## src/rtl/uart_rx_parity_engine.sv

```systemverilog
// uart_rx_parity_engine: frame-level parity checker fed by a UART bit sampler.
// Define UART_RX_PAR_ERR_CNT_EN to add the saturating err_cnt output and counter.
module uart_rx_parity_engine #(
  parameter int DATA_W = 8,
  parameter int CNT_W  = 8
) (
  input  logic             CLK,
  input  logic             RST,
  input  logic             PAR_EN,
  input  logic [1:0]       PAR_TYP,
  input  logic             frm_start,
  input  logic             rx_bit,
  input  logic             data_vld,
  input  logic             par_vld,
  input  logic             err_clr,
  output logic             par_done,
  output logic             par_err,
  output logic             seq_err,
  output logic             err_sticky
`ifdef UART_RX_PAR_ERR_CNT_EN
  ,
  output logic [CNT_W-1:0] err_cnt
`endif
);

  localparam logic [1:0] IDLE     = 2'd0;
  localparam logic [1:0] DATA     = 2'd1;
  localparam logic [1:0] PAR_WAIT = 2'd2;

  localparam logic [1:0] TYP_EVEN  = 2'b00;
  localparam logic [1:0] TYP_ODD   = 2'b01;
  localparam logic [1:0] TYP_MARK  = 2'b10;
  localparam logic [1:0] TYP_SPACE = 2'b11;

  localparam int              BC_W     = $clog2(DATA_W + 1);
  localparam logic [BC_W-1:0] BIT_LAST = BC_W'(DATA_W - 1);

  // Marker scope that only elaborates for unsupported parameter values.
  generate
    if (DATA_W < 5 || DATA_W > 9 || CNT_W < 1 || CNT_W > 16) begin : g_param_out_of_range
    end
  endgenerate

  logic [1:0]      state_reg, state_next;
  logic            acc_reg, acc_next;
  logic [BC_W-1:0] bit_cnt_reg, bit_cnt_next;
  logic            cfg_en_reg, cfg_en_next;
  logic [1:0]      cfg_typ_reg, cfg_typ_next;
  logic            done_next, perr_next, serr_next;
  logic            sticky_next;
  logic            err_any;
  logic            exp_par;

  always_comb begin
    exp_par = 1'b0;
    case (cfg_typ_reg)
      TYP_EVEN:  exp_par = acc_reg;
      TYP_ODD:   exp_par = ~acc_reg;
      TYP_MARK:  exp_par = 1'b1;
      TYP_SPACE: exp_par = 1'b0;
      default:   exp_par = 1'b0;
    endcase
  end

  always_comb begin
    state_next   = state_reg;
    acc_next     = acc_reg;
    bit_cnt_next = bit_cnt_reg;
    cfg_en_next  = cfg_en_reg;
    cfg_typ_next = cfg_typ_reg;
    done_next    = 1'b0;
    perr_next    = 1'b0;
    serr_next    = 1'b0;

    if (frm_start) begin
      // A new frame always wins; whatever was in flight is abandoned without a report.
      cfg_en_next  = PAR_EN;
      cfg_typ_next = PAR_TYP;
      acc_next     = 1'b0;
      bit_cnt_next = '0;
      state_next   = DATA;
    end else begin
      case (state_reg)
        DATA: begin
          if (data_vld && par_vld) begin
            serr_next  = 1'b1;
            state_next = IDLE;
          end else if (par_vld) begin
            serr_next  = 1'b1;
            done_next  = 1'b1;
            state_next = IDLE;
          end else if (data_vld) begin
            acc_next     = acc_reg ^ rx_bit;
            bit_cnt_next = bit_cnt_reg + BC_W'(1);
            if (bit_cnt_reg == BIT_LAST) begin
              if (cfg_en_reg) begin
                state_next = PAR_WAIT;
              end else begin
                done_next  = 1'b1;
                state_next = IDLE;
              end
            end
          end
        end
        PAR_WAIT: begin
          if (data_vld && par_vld) begin
            serr_next  = 1'b1;
            state_next = IDLE;
          end else if (data_vld) begin
            serr_next  = 1'b1;
            done_next  = 1'b1;
            state_next = IDLE;
          end else if (par_vld) begin
            done_next  = 1'b1;
            perr_next  = (rx_bit != exp_par);
            state_next = IDLE;
          end
        end
        IDLE: begin
          state_next = IDLE;
        end
        default: begin
          state_next = IDLE;
        end
      endcase
    end
  end

  assign err_any     = perr_next | serr_next;
  assign sticky_next = err_any | (err_sticky & ~err_clr);

  always_ff @(posedge CLK or posedge RST) begin
    if (RST) begin
      state_reg   <= IDLE;
      acc_reg     <= 1'b0;
      bit_cnt_reg <= '0;
      cfg_en_reg  <= 1'b0;
      cfg_typ_reg <= 2'b00;
      par_done    <= 1'b0;
      par_err     <= 1'b0;
      seq_err     <= 1'b0;
      err_sticky  <= 1'b0;
    end else begin
      state_reg   <= state_next;
      acc_reg     <= acc_next;
      bit_cnt_reg <= bit_cnt_next;
      cfg_en_reg  <= cfg_en_next;
      cfg_typ_reg <= cfg_typ_next;
      par_done    <= done_next;
      par_err     <= perr_next;
      seq_err     <= serr_next;
      err_sticky  <= sticky_next;
    end
  end

`ifdef UART_RX_PAR_ERR_CNT_EN
  logic [CNT_W-1:0] err_cnt_next;

  // A clear in the same cycle as a new error leaves that one error counted.
  always_comb begin
    err_cnt_next = err_cnt;
    if (err_clr) begin
      err_cnt_next = err_any ? CNT_W'(1) : '0;
    end else if (err_any && (err_cnt != {CNT_W{1'b1}})) begin
      err_cnt_next = err_cnt + CNT_W'(1);
    end
  end

  always_ff @(posedge CLK or posedge RST) begin
    if (RST) begin
      err_cnt <= '0;
    end else begin
      err_cnt <= err_cnt_next;
    end
  end
`endif

endmodule

```

## config.mk

```make
export PLATFORM = sky130hd
export DESIGN_NAME = uart_rx_parity_engine
export DESIGN_NICKNAME = d
export VERILOG_FILES = /design/src/rtl/uart_rx_parity_engine.sv
export SDC_FILE = /design/constraint.sdc
export NUM_CORES = 1
export LEC_CHECK = 0
export ABC_AREA = 1
export CORE_UTILIZATION = 50
export DETAILED_ROUTE_END_ITERATION = 16
export GPL_ROUTABILITY_DRIVEN = 0
export PLACE_DENSITY = 0.87
export SETUP_SLACK_MARGIN = 0.2
export SYNTH_ARGS = -nofsm -noshare
export SYNTH_HDL_FRONTEND = slang
export SYNTH_SLANG_ARGS = --single-unit
```

## constraint.sdc

```tcl
create_clock -name CLK -period 1.89 [get_ports CLK]
set_input_delay 0.189 -clock CLK [delete_from_list [all_inputs] [get_ports CLK]]
set_output_delay 0.189 -clock CLK [all_outputs]
set_load 0.02 [all_outputs]
```

After elaboration in Yosys (flattened, before gate mapping):

Cells that the tools add are included.

* memories kept: 0
* RAM bits: 0
* logic and storage cells: 75
* flip-flop bits (word level): 14
* latch bits: 0
* bits of input ports: 10
* output and inout port bits: 4
* ROM bits: 0

* bitwise gates (word level): 6
* shifts and indexed selects: 0
* eq/ne operators: 12
* multiply operators: 0
* reductions and logical operators: 6
* order comparisons: 0
* divide/modulo/power cells: 0
* $add $sub $neg: 1
* muxes and demuxes: 41

Operator list (number)
* $mux W1: 23
* $mux W4: 5
* $mux W2: 9
* $ne A5 B5 Y1 const B: 3
* $eq A2 B2 Y1 const B: 3
* $add A4 B1 Y4 const B: 1
* $eq A2 B1 Y1 const B: 2
* $eq A4 B3 Y1 const B: 1
* $ne A2 B2 Y1 const B: 2
* $pmux W1 S2: 2
* $pmux W1 S4: 1
* $pmux W2 S2: 1
* $reduce_and A4 Y1: 1
* $reduce_bool A2 Y1: 2
* $reduce_and A3 Y1: 1
* $logic_not A2 Y1: 1
* $not A1 Y1: 2
* $or A1 B1 Y1: 2
* $and A1 B1 Y1: 1
* $logic_and A1 B1 Y1: 1
* $ne A1 B1 Y1: 1
* $xor A1 B1 Y1: 1

Logic depth before layout (Yosys ltp):

Gate-level depths: netlist of run 1.

* word-level depth: 10
* mapped depth: 9
* gate-level depth less buffers: 9

Least setup slack after synthesis of run 1:

Ideal clock, no wire load.

* path kind: register to register
* start: register state_reg[1]
* end: register bit_cnt_reg[3]
* path buffers: 0
* required time: 1.771 ns
* stages on the path, launching flop included: 10
* library setup time: 0.119 ns
* path slack: 0.724 ns
* period minus slack after synthesis: 1.166 ns
* arrival time: 1.047 ns
* cells stage by stage: dfrtp_1 > inv_1 > ha_1 > inv_2 > nor2_2 > nand3_2 > clkinv_1 > nand3_1 > nand2_1 > nor2_1

* word-level cells in the longest chain between the ends: 3

Ends and longest elaborated chain
* start, declared: RTL line 44 `logic [1:0] state_reg, state_next;`
* start signal, assigned: RTL line 144 `state_reg <= state_next;`
* $eq A2 B1 Y1: RTL line 83 `case (state_reg)`
* $reduce_bool A2 Y1 (no line)
* $reduce_and A4 Y1 (no line)
* end signal, assigned: RTL line 146 `bit_cnt_reg <= bit_cnt_next;`
* end, declared: RTL line 46 `logic [BC_W-1:0] bit_cnt_reg, bit_cnt_next;`

No other way between the ends.
A chain may end at the register's enable or synchronous reset.

Worst setup path after layout of run 1:

* start: register err_sticky
* end: output port err_sticky

RTL lines
* start, declared: RTL line 19 `output logic err_sticky`
* start signal, assigned: RTL line 152 `err_sticky <= sticky_next;`

No word-level cell between the ends.

==> key figures, run 1 <==
Global route
  • Remaining global-route overflow: 0
  • Vias in the first global route: 646
  • Initial antenna violation count: 0
  • GRT Resource Usage Total: a little under a quarter
  • Global-route wire length before repair: around 2.5 mm
  • Largest net degree at the start of global routing: 15

Routing
  • ANT nets after route: 0
  • DRT Pass-1 Iters: 5
  • WL per Instance: around 11 um
  • Drt first-iter violations: 8
  • Final WL: 1.53 mm
  • Detailed-route via count: 676
  • Vias per cell: 5.04
  • Remaining DRCs: 0

Synthesis
  • Top cell type's share of synthesized area: 45.3%
  • Synth cell types: 16
  • Area leader, netlist: dfrtp_1
  • Post-synthesis instance area: 773 um^2
  • Post-synthesis sequential area ratio: 45.3%
  • Yosys reg bits: 14
  • Synth Warn #: 0
  • Post-Synthesis Cells: between 100 and 150
  • Area contributors post-synth: dfrtp_1, nand2_1, inv_1, ha_1, nand3_1
  • Post-synth net total: 115
  • Syn_area_per_cell: 7.66 um^2

Floorplan
  • FP Rows: 13
  • Core Region: 1370 um^2
  • Die Wd: 41.3 um
  • Initial Utilization: a little under three fifths
  • Full die area: between 1500 and 2000 um^2
  • Io pins: 14
  • Die Height: 41.3 um

CTS
  • Clk_lat worst skew: between 0.2 and 0.3 ns
  • CTS max path bufs: 2
  • Hold buffer count at CTS: 0
  • Root Driver: clkbuf_4
  • CTS H-tree lvls: 1
  • Setup Buffers After CTS: 0
  • CTS Sinks: 14
  • TritonCTS buffer count: 3
  • Post-CTS sizing: 0
  • Clk slew on worst S/H paths: 0.08 ns
  • CTS tree: done

Timing
  • Final hold violations: 0
  • Time the worst path needs with I/O delays and setup: 1.42 ns
  • RSZ-0062 raised after global routing: no
  • Max Freq: approximately 700 MHz
  • Hold WS: ~0.24 ns
  • Setup TNS: 0 ns
  • Final setup viols: 0
  • Final period util: between 70 and 80%
  • Clk_skew: 0.00411 ns
  • Slew @ Worst Pin: 0.530 ns
  • Final slew viol count: 0
  • Slew HR: 64.6%

Worst setup path
  • FF-to-FF End: bit_cnt_reg[2]$_DFFE_PP0P_
  • FF-to-FF path depth: 8
  • Slowest stage delay, CP: about 0.60 ns
  • CP endpoint kind: primary output
  • Critical Path RT: around 1.7 ns
  • Startpoint types: flip-flop
  • Slowest-stage cell, CP: clkdlybuf4s50_1
  • Worst path arrival time: 1.23 ns
  • Critical R2R Launch: state_reg[1]$_DFFE_PP0P_
  • Worst-path maximum fanout: 2
  • CP delay by family, top: buffers and inverters
  • Worst-path cell chain: clkdlybuf4s50_1
  • Buffers & Inverters on Critical Path: 1
  • R2r setup slk: 0.60 ns
  • Critical path class: reg2out

Power and ir drop
  • Power Dens Cells: approximately 660 nW/um^2
  • Pleak: just under 0.5 nW
  • Maximum vdd drop: 0.000553 V

Layout
  • Share of cells above drive strength 1: approximately 14%
  • Commonest non-fill, non-tap cell in the layout: nand2_1
  • Max reg flops: 4
  • Fin nets: 134
  • Final Non-Filler Cells: between 100 and 150
  • Area Overhead vs Synth: 24.9%
  • Most frequent cells in the layout: nand2_1, inv_1, dfrtp_1
  • Diodes inserted: 0

Status
  • Status: finished, final reports clean

Place
  • Placed cells: 130
  • DPL Wire Length: 1.16 mm
  • I/O Buffers: 13

Job
  • MaxCap Viol Count: 0

Worst hold path
  • Hold Crit Class: in2async
cell families after synthesis:
group / Yosys count / share of synthesized area [%]
flip-flops: 14 / 45.3
adder cells (fa/ha/maj): 4 / 6.47
AND/OR/NAND/NOR: 50 / 29.9
buffers and inverters: 22 / 10.7
AO/OA/AOI/OAI: 11 / 7.60
cell type report:
cell class / count / area, um^2
Sequential cell: 14 / 350
Inverter: 22 / 82.6
Tap cell: 15 / 18.8
Multi-Input combinational cell: 65 / 340
Fill cell: 112 / 400
Clock buffer: 4 / 36.3
Timing Repair Buffer: 14 / 138
metal layers:
layer,GRT usage [%],part of all wire [%],up-vias
met2,43.0,49,17
met3,8.51,6.3,0
met5,0,0,-
met1,23.2,44,311
li1,-,-,348
met4,7.26,0,0
synth_stat cells (all sizes together):
cell type and n:
nand2 25, inv 21, dfrtp 14, nand3 11, nor2 11, o21ai 8
ha 4, a21oi 3, nor3 2, clkinv 1, or2 1
worst max path at each step:
stage	start	end	depth (start not counted)
2_1_floorplan	state_reg[1]$_DFFE_PP0P_	bit_cnt_reg[3]$_DFFE_PP0P_	9
3_3_place_gp	data_vld	bit_cnt_reg[3]$_DFFE_PP0P_	8
3_5_place_dp	par_vld	bit_cnt_reg[3]$_DFFE_PP0P_	7
4_1_cts	err_sticky$_DFF_PP0_	err_sticky	1
5_1_grt	err_sticky$_DFF_PP0_	err_sticky	1
6_report	err_sticky$_DFF_PP0_	err_sticky	1
per-stage QoR:
| step | instance area (um^2) | setup slack, ns | util [%] | power (W) |
|---|---|---|---|---|
| floorplan | 773 | 0.724 | - | 0.000381 |
| global placement | 930 | 0.437 | 68.0 | 0.000422 |
| detailed placement | 930 | 0.386 | 68.0 | 0.000426 |
| CTS | 966 | 0.456 | 70.7 | 0.000647 |
| global route | 966 | 0.407 | 70.7 | 0.000676 |
| finish | 966 | 0.470 | 70.7 | 0.000634 |
where the power goes:
part           internal (W)  switching [W]  leakage (nW)
sequential         0.000312     0.00000824         0.185
clock              0.000117      0.0000961        0.0210
combinational     0.0000445      0.0000557         0.289
(Power assumes the default switching activity.)
==> inputs of run 2 (changes only) <==
--- a/config.mk
+++ b/config.mk
@@ -6,10 +6,10 @@
 export NUM_CORES = 1
 export LEC_CHECK = 0
 export ABC_AREA = 1
-export CORE_UTILIZATION = 50
+export CORE_UTILIZATION = 45
 export DETAILED_ROUTE_END_ITERATION = 16
 export GPL_ROUTABILITY_DRIVEN = 0
-export PLACE_DENSITY = 0.87
+export PLACE_DENSITY = 0.83
 export SETUP_SLACK_MARGIN = 0.2
 export SYNTH_ARGS = -nofsm -noshare
 export SYNTH_HDL_FRONTEND = slang
==> constraint.sdc (replaced) <==
create_clock -name CLK -period 1.29 [get_ports CLK]
set_input_delay 0.129 -clock CLK [delete_from_list [all_inputs] [get_ports CLK]]
set_output_delay 0.129 -clock CLK [all_outputs]
set_load 0.02 [all_outputs]
==> run 2 against run 1 <==
Net effect:
- the flow now finishes with violations (DRC)
- combinational power rose by 72%
- worst setup slack got worse by 0.44 ns
- non-clock buffer count rose by 5
- sequential cell count did not move
- clock-buffer cell count did not move
- clock power rose by 51%
- core utilization fell by 3.3 points
- design area rose by 8.8%
- register-to-register slack got worse by 0.57 ns
- total power rose by 52%
==> key figures, run 2 (synthesis gave the netlist of run 1 again) <==
Worst setup path
  • Buffers & Inverters on Critical Path: 3 (+2)
  • Worst-path cell chain: inv_2, ha_4, inv_4, nor2_4, nand3_4, inv_4, nand3_2, nand2_1, nor2_1
  • Slowest stage delay, CP: 0.42 ns (-0.18 ns)
  • CP endpoint kind: flip-flop
  • CP delay by family, top: flip-flops
  • Critical Path RT: 1.47 ns (-0.23 ns)
  • Worst path arrival time: 1.44 ns (+0.21 ns)
  • Critical path class: reg2reg
  • Worst-path maximum fanout: 5 (+3)
  • Crit path launch: state_reg[1]$_DFFE_PP0P_
  • Most Frequent Cell on Critical Path: inv_4
  • Startpoint types: flip-flop
  • Slowest-stage cell, CP: dfrtp_1
  • Critical R2R Launch: state_reg[1]$_DFFE_PP0P_

CTS
  • CTS H-tree lvls: 1 (unchanged)
  • CTS tree: done
  • Clk slew on worst S/H paths: 0.09 ns (about the same)
  • Root Driver: clkbuf_4
  • TritonCTS buffer count: 3 (unchanged)
  • CTS max path bufs: 2 (unchanged)
  • CTS Sinks: 14 (unchanged)
  • Clk_lat worst skew: 0.28 ns (about the same)

Routing
  • Final WL: 1.70 mm (+11%)
  • ANT nets after route: 0 (unchanged)
  • Vias per cell: 5.10 (+1.1%)
  • DRT Pass-1 Iters: 10 (+5)
  • Detailed-route via count: 714 (+5.6%)
  • Drt first-iter violations: 13 (+5)
  • WL per Instance: 12.1 um (+6.3%)
  • Remaining DRCs: 2 (+2)

Timing
  • Hold WS: 0.142 ns (-0.0987 ns)
  • Final slew viol count: 0 (unchanged)
  • Final period util: 97.6%
  • Time the worst path needs with I/O delays and setup: about 1.3 ns
  • Clk_skew: 0.00153 ns (-0.00258 ns)
  • Slew HR: 76.8% (+12 points)
  • Setup TNS: 0 ns (unchanged)
  • Slew @ Worst Pin: 0.345 ns (-0.185 ns)
  • Final worst slack: 0.0309 ns (-0.439 ns)
  • Final hold violations: 0 (unchanged)
  • Final setup viols: 0 (unchanged)
  • Max Freq: 794 MHz
  • RSZ-0062 raised after global routing: yes

Layout
  • Fin nets: 139 (+3.7%)
  • Most frequent cells in the layout: nand2_1, inv_1, dfrtp_1
  • Max reg flops: 4 (unchanged)
  • Commonest non-fill, non-tap cell in the layout: nand2_1
  • Diodes inserted: 0 (unchanged)
  • Area Overhead vs Synth: 35.9%
  • Share of cells above drive strength 1: 29.0% (+15 points)

Job
  • MaxCap Viol Count: 0 (unchanged)

Status
  • Violated checks: DRC
  • Status: finished with violations

Floorplan
  • Die Wd: 43.5 um (+5.1%)
  • Die Height: 43.5 um (+5.1%)
  • Core Region: 1560 um^2 (+14%)
  • Initial Utilization: 49.6% (-7.0 points)
  • Full die area: 1890 um^2 (+11%)
  • Io pins: 14 (unchanged)
  • FP Rows: 14 (+1)

Worst hold path
  • Hold Crit Class: in2async

Global route
  • Global-route wire length before repair: 2.66 mm (+7.8%)
  • Vias in the first global route: 668 (+3.4%)
  • Remaining global-route overflow: 0 (unchanged)
  • Largest net degree at the start of global routing: 15 (unchanged)
  • Initial antenna violation count: 0 (unchanged)
  • GRT Resource Usage Total: 19.1% (-3.8 points)

Power and ir drop
  • Maximum vdd drop: 0.000638 V (+15%)
  • Pleak: 0.529 nW (+6.7%)
  • Power Dens Cells: 918 nW/um^2 (+40%)

Place
  • DPL Wire Length: 1.22 mm (+5.0%)
  • I/O Buffers: 13 (unchanged)
  • Post-place setup slack: -0.118 ns (-0.504 ns)
==> run 2: cell types whose count changed in the layout (fill, tap and decap cells not counted), sizes merged <==
cell           change
buf                +5
clkinv             -1
clkbuf             +3
clkdlybuf4s50      -4
clkdlybuf4s15      +1
inv                +1
==> run 2: worst paths after layout <==
check                                             endpoint  slack [ns]  cells after the start
worst min-delay path                     seq_err$_DFF_PP0_        0.14                      3
worst max register to register  bit_cnt_reg[3]$_DFFE_PP0P_        0.03                      9
max in group asynchronous         state_reg[1]$_DFFE_PP0P_        0.98                      3
min in group CLK                    cfg_en_reg$_DFFE_PP0P_        0.38                      3
worst max-delay path            bit_cnt_reg[3]$_DFFE_PP0P_        0.03                      9
worst min register to register        err_sticky$_DFF_PP0_        0.51                      2
==> run 2: final cells by class <==
type / instances / area (um^2)
Sequential cell: 14 / 350
Multi-Input combinational cell: 65 / 397
Inverter: 22 / 87.6
Timing Repair Buffer: 19 / 160
Clock buffer: 4 / 36.3
Tap cell: 16 / 20.0
Fill cell: 129 / 508
==> run 2: what timing repair did <==
item                       4_1_cts  5_1_grt
buffers inserted                 0        2
pin swaps                        0        5
resized for setup                9       18
hold buffers                     0        0
setup endpoints to repair       14       15
==> run 2: report_power, final <==
part           switching [W]  internal, W  leakage (nW)
registers          0.0000133     0.000457         0.185
clock network       0.000150     0.000172        0.0210
logic              0.0000942    0.0000782         0.323
==> run 2: layer usage <==
layer	vias up	track usage (%)	part of all wire [%]
met5	-	0	0
met4	0	9.38	0.88
met3	4	2.50	3.7
met2	18	36.4	55
met1	333	20.5	40
li1	359	-	-
==> run 2: stage by stage <==
step                power, W  cells  utilization (%)  cell area [um^2]
floorplan           0.000559    101                -               777
detailed placement  0.000633    134             61.4               957
global placement    0.000626    134             61.4               957
finish              0.000965    140             67.4              1050
global route         0.00100    140             67.4              1050
CTS                 0.000948    138             63.8               995
==> run 2: worst min-delay path, stage by stage <==
cell and delay [ns]:
clkdlybuf4s50_1 0.40, inv_1 0.06, buf_4 0.21
==> inputs of run 3 (changes only) <==
--- a/config.mk
+++ b/config.mk
@@ -6,6 +6,7 @@
 export NUM_CORES = 1
 export LEC_CHECK = 0
 export ABC_AREA = 1
+export CORE_MARGIN = 10
 export CORE_UTILIZATION = 45
 export DETAILED_ROUTE_END_ITERATION = 16
 export GPL_ROUTABILITY_DRIVEN = 0
==> run 3 against run 2 <==
Net effect:
- cell count increased by 2.9%
- clock skew increased by 0.00082 ns
- sequential share of layout area decreased by 1.3 points
- core utilization increased by 2.8 points
- critical path depth decreased by 1
- combinational power increased by 2%
- the run now ends clean
- total power increased by 0.62%
==> key figures, run 3 (synthesis gave the netlist of run 1 again) <==
Routing
  • Final WL: 1.98 mm (+17%)
  • Remaining DRCs: 0 (-2)
  • WL per Instance: 13.7 um (+13%)
  • Vias per cell: 5.22 (+2.3%)
  • Drt first-iter violations: 15 (+2)
  • ANT nets after route: 0 (unchanged)
  • Detailed-route via count: 751 (+5.2%)
  • DRT Pass-1 Iters: 4 (-6)

Timing
  • Final setup viols: 0 (unchanged)
  • Slew @ Worst Pin: 0.324 ns (-0.0208 ns)
  • Final slew viol count: 0 (unchanged)
  • Final worst slack: 0.00831 ns (-0.0226 ns)
  • RSZ-0062 raised after global routing: yes
  • Slew HR: 78.2% (+1.4 points)
  • Time the worst path needs with I/O delays and setup: 1.28 ns (+0.0226 ns)
  • Final hold violations: 0 (unchanged)
  • Clk_skew: 0.00235 ns (+0.000820 ns)
  • Final period util: 99.4% (+1.8 points)
  • Max Freq: 780 MHz (-1.8%)

Worst hold path
  • Hold Crit Class: in2async

Power and ir drop
  • Power Dens Cells: 887 nW/um^2 (-3.4%)
  • Clock power frac: 33.5% (+0.2 points)
  • Sw power: 0.000264 W (+2.8%)
  • Pleak: 0.549 nW (+3.8%)
  • Maximum vdd drop: 0.000654 V (+2.5%)
  • Switching Share: 27.2% (+0.58 points)
  • Internal power: 0.000706 W (-0.17%)
  • Sequential power share: 48.4% (-0.4 points)
  • Combinational share of power: 18.1% (+0.2 points)
  • Total power: 0.000971 W (+0.62%)

Global route
  • Initial antenna violation count: 0 (unchanged)
  • Global-route wire length before repair: 2.82 mm (+6.0%)
  • Met2 track demand over resource: 17.6% (-19 points)
  • Met3 Track Usage GR: 3.29% (+0.79 points)
  • GRT Resource Usage Total: 9.81% (-9.3 points)
  • Gr busiest metal: met2
  • Met1 usage: 10.7% (-9.8 points)
  • Remaining global-route overflow: 0 (unchanged)
  • Vias in the first global route: 680 (+1.8%)
  • Largest net degree at the start of global routing: 15 (unchanged)

Worst setup path
  • Worst-path maximum fanout: 3 (-2)
  • Startpoint types: flip-flop
  • Critical path class: reg2reg
  • Worst-path cell chain: buf_4, ha_4, inv_4, nor2_4, o21ai_2, inv_1, nand3_1, nand2_1
  • Slowest stage delay, CP: 0.41 ns (about the same)
  • Slowest-stage cell, CP: dfrtp_1
  • CP endpoint kind: flip-flop
  • Critical Path RT: 1.47 ns (about the same)
  • R2r setup slk: 0.008 ns (-0.02 ns)
  • Critical R2R Launch: state_reg[1]$_DFFE_PP0P_
  • Crit path launch: state_reg[1]$_DFFE_PP0P_
  • Worst path arrival time: 1.46 ns (+0.02 ns)

Place
  • I/O Buffers: 13 (unchanged)
  • DPL Wire Length: 1.29 mm (+5.7%)
  • Placed cells: 133 (-0.75%)
  • Post-place setup slack: -0.129 ns (-0.0112 ns)

Floorplan
  • Io pins: 14 (unchanged)
  • Die Wd: 61.5 um (+41%)
  • Initial Utilization: 49.6% (unchanged)
  • Full die area: 3780 um^2 (+100%)
  • Die Height: 61.5 um (+41%)
  • Core Region: 1560 um^2 (unchanged)
  • FP Rows: 14 (unchanged)

Layout
  • Diodes inserted: 0 (unchanged)
  • Share of cells above drive strength 1: 33.6% (+4.6 points)
  • Area Overhead vs Synth: 41.6%
  • Max reg flops: 4 (unchanged)
  • Final core utilization: 70.2% (+2.8 points)
  • Most frequent cells in the layout: nand2_1, inv_1, dfrtp_1
  • Commonest non-fill, non-tap cell in the layout: nand2_1
  • Final Non-Filler Cells: 144 (+2.9%)
  • Fin nets: 143 (+2.9%)

Status
  • Status: finished, final reports clean

Job
  • MaxCap Viol Count: 0 (unchanged)

CTS
  • Clk_lat worst skew: 0.28 ns (about the same)
  • CTS max path bufs: 2 (unchanged)
  • Clk slew on worst S/H paths: 0.09 ns (about the same)
  • Root Driver: clkbuf_4
  • CTS tree: done
  • TritonCTS buffer count: 3 (unchanged)
  • Hold buffer count at CTS: 0 (unchanged)
  • CTS Sinks: 14 (unchanged)
  • CTS H-tree lvls: 1 (unchanged)
-- run 3: cell types whose count changed in the layout (fill, tap and decap cells not counted) --
cell     change
o21ai_2      +1
ha_1         -1
nand3_2      +2
nor2_1       +1
ha_2         +1
nor2_2       -1
o21ai_1      -1
nand3_1      -2
buf_4        +4
-- run 3: area by class of cell --
cell class	count	area, um^2
fillers	112	464
repair buffers	23	190
inverters	22	87.6
multi-input cells	65	410
clock buffers	4	36.3
well taps	16	20.0
flip-flops and latches	14	350
-- run 3: timing repair --
item | in CTS | in global routing
setup endpoints to repair | 14 | 15
pin swaps | 3 | 7
cloned | 0 | 0
gates resized for setup | 11 | 19
endpoints found under the hold margin | 0 | 0
buffers inserted | 3 | 4
-- run 3: power by group through the flow --
stage,Sequential [W],Combinational [W],Clock (W)
after floorplan,0.000482,0.0000772,0
final,0.000470,0.000176,0.000325
after global placement,0.000477,0.000147,0
after CTS,0.000469,0.000159,0.000319
after global routing,0.000472,0.000193,0.000341
after detailed placement,0.000478,0.000151,0
-- run 3: per-layer routing --
| metal | vias up | part of all wire, % |
|---|---|---|
| li1 | 367 | - |
| met1 | 342 | 38 |
| met2 | 36 | 51 |
| met3 | 6 | 9.2 |
| met4 | 0 | 2.4 |
| met5 | - | 0 |
-- run 3: worst paths after layout --
path                       depth (start not counted)                       end
min in group CLK                                   3    cfg_en_reg$_DFFE_PP0P_
hold / removal                                     3         par_err$_DFF_PP0_
max in group asynchronous                          3  state_reg[1]$_DFFE_PP0P_
setup / recovery                                   8  state_reg[0]$_DFFE_PP0P_
hold reg to reg                                    2      err_sticky$_DFF_PP0_
setup reg to reg                                   8  state_reg[0]$_DFFE_PP0P_
-- run 3: metrics by stage --
stage / hold WS, ns / setup TNS (ns) / instance area (um^2)
4_1_cts: 0.147 / 0 / 1020
2_1_floorplan: 0.0182 / 0 / 777
3_5_place_dp: 0.445 / -0.730 / 950
6_report: 0.130 / 0 / 1090
3_3_place_gp: 0.442 / -0.639 / 950
5_1_grt: 0.141 / -0.173 / 1090
-- run 3: worst max-delay path, delay by kind of cell, from the launching register on --
kind / cells / cell delay, ns
AND/OR/NAND/NOR: 3 / 0.17
adder cells (fa/ha/maj): 1 / 0.17
buffers and inverters: 3 / 0.28
AO/OA/AOI/OAI: 1 / 0.15
flip-flops: 1 / 0.41
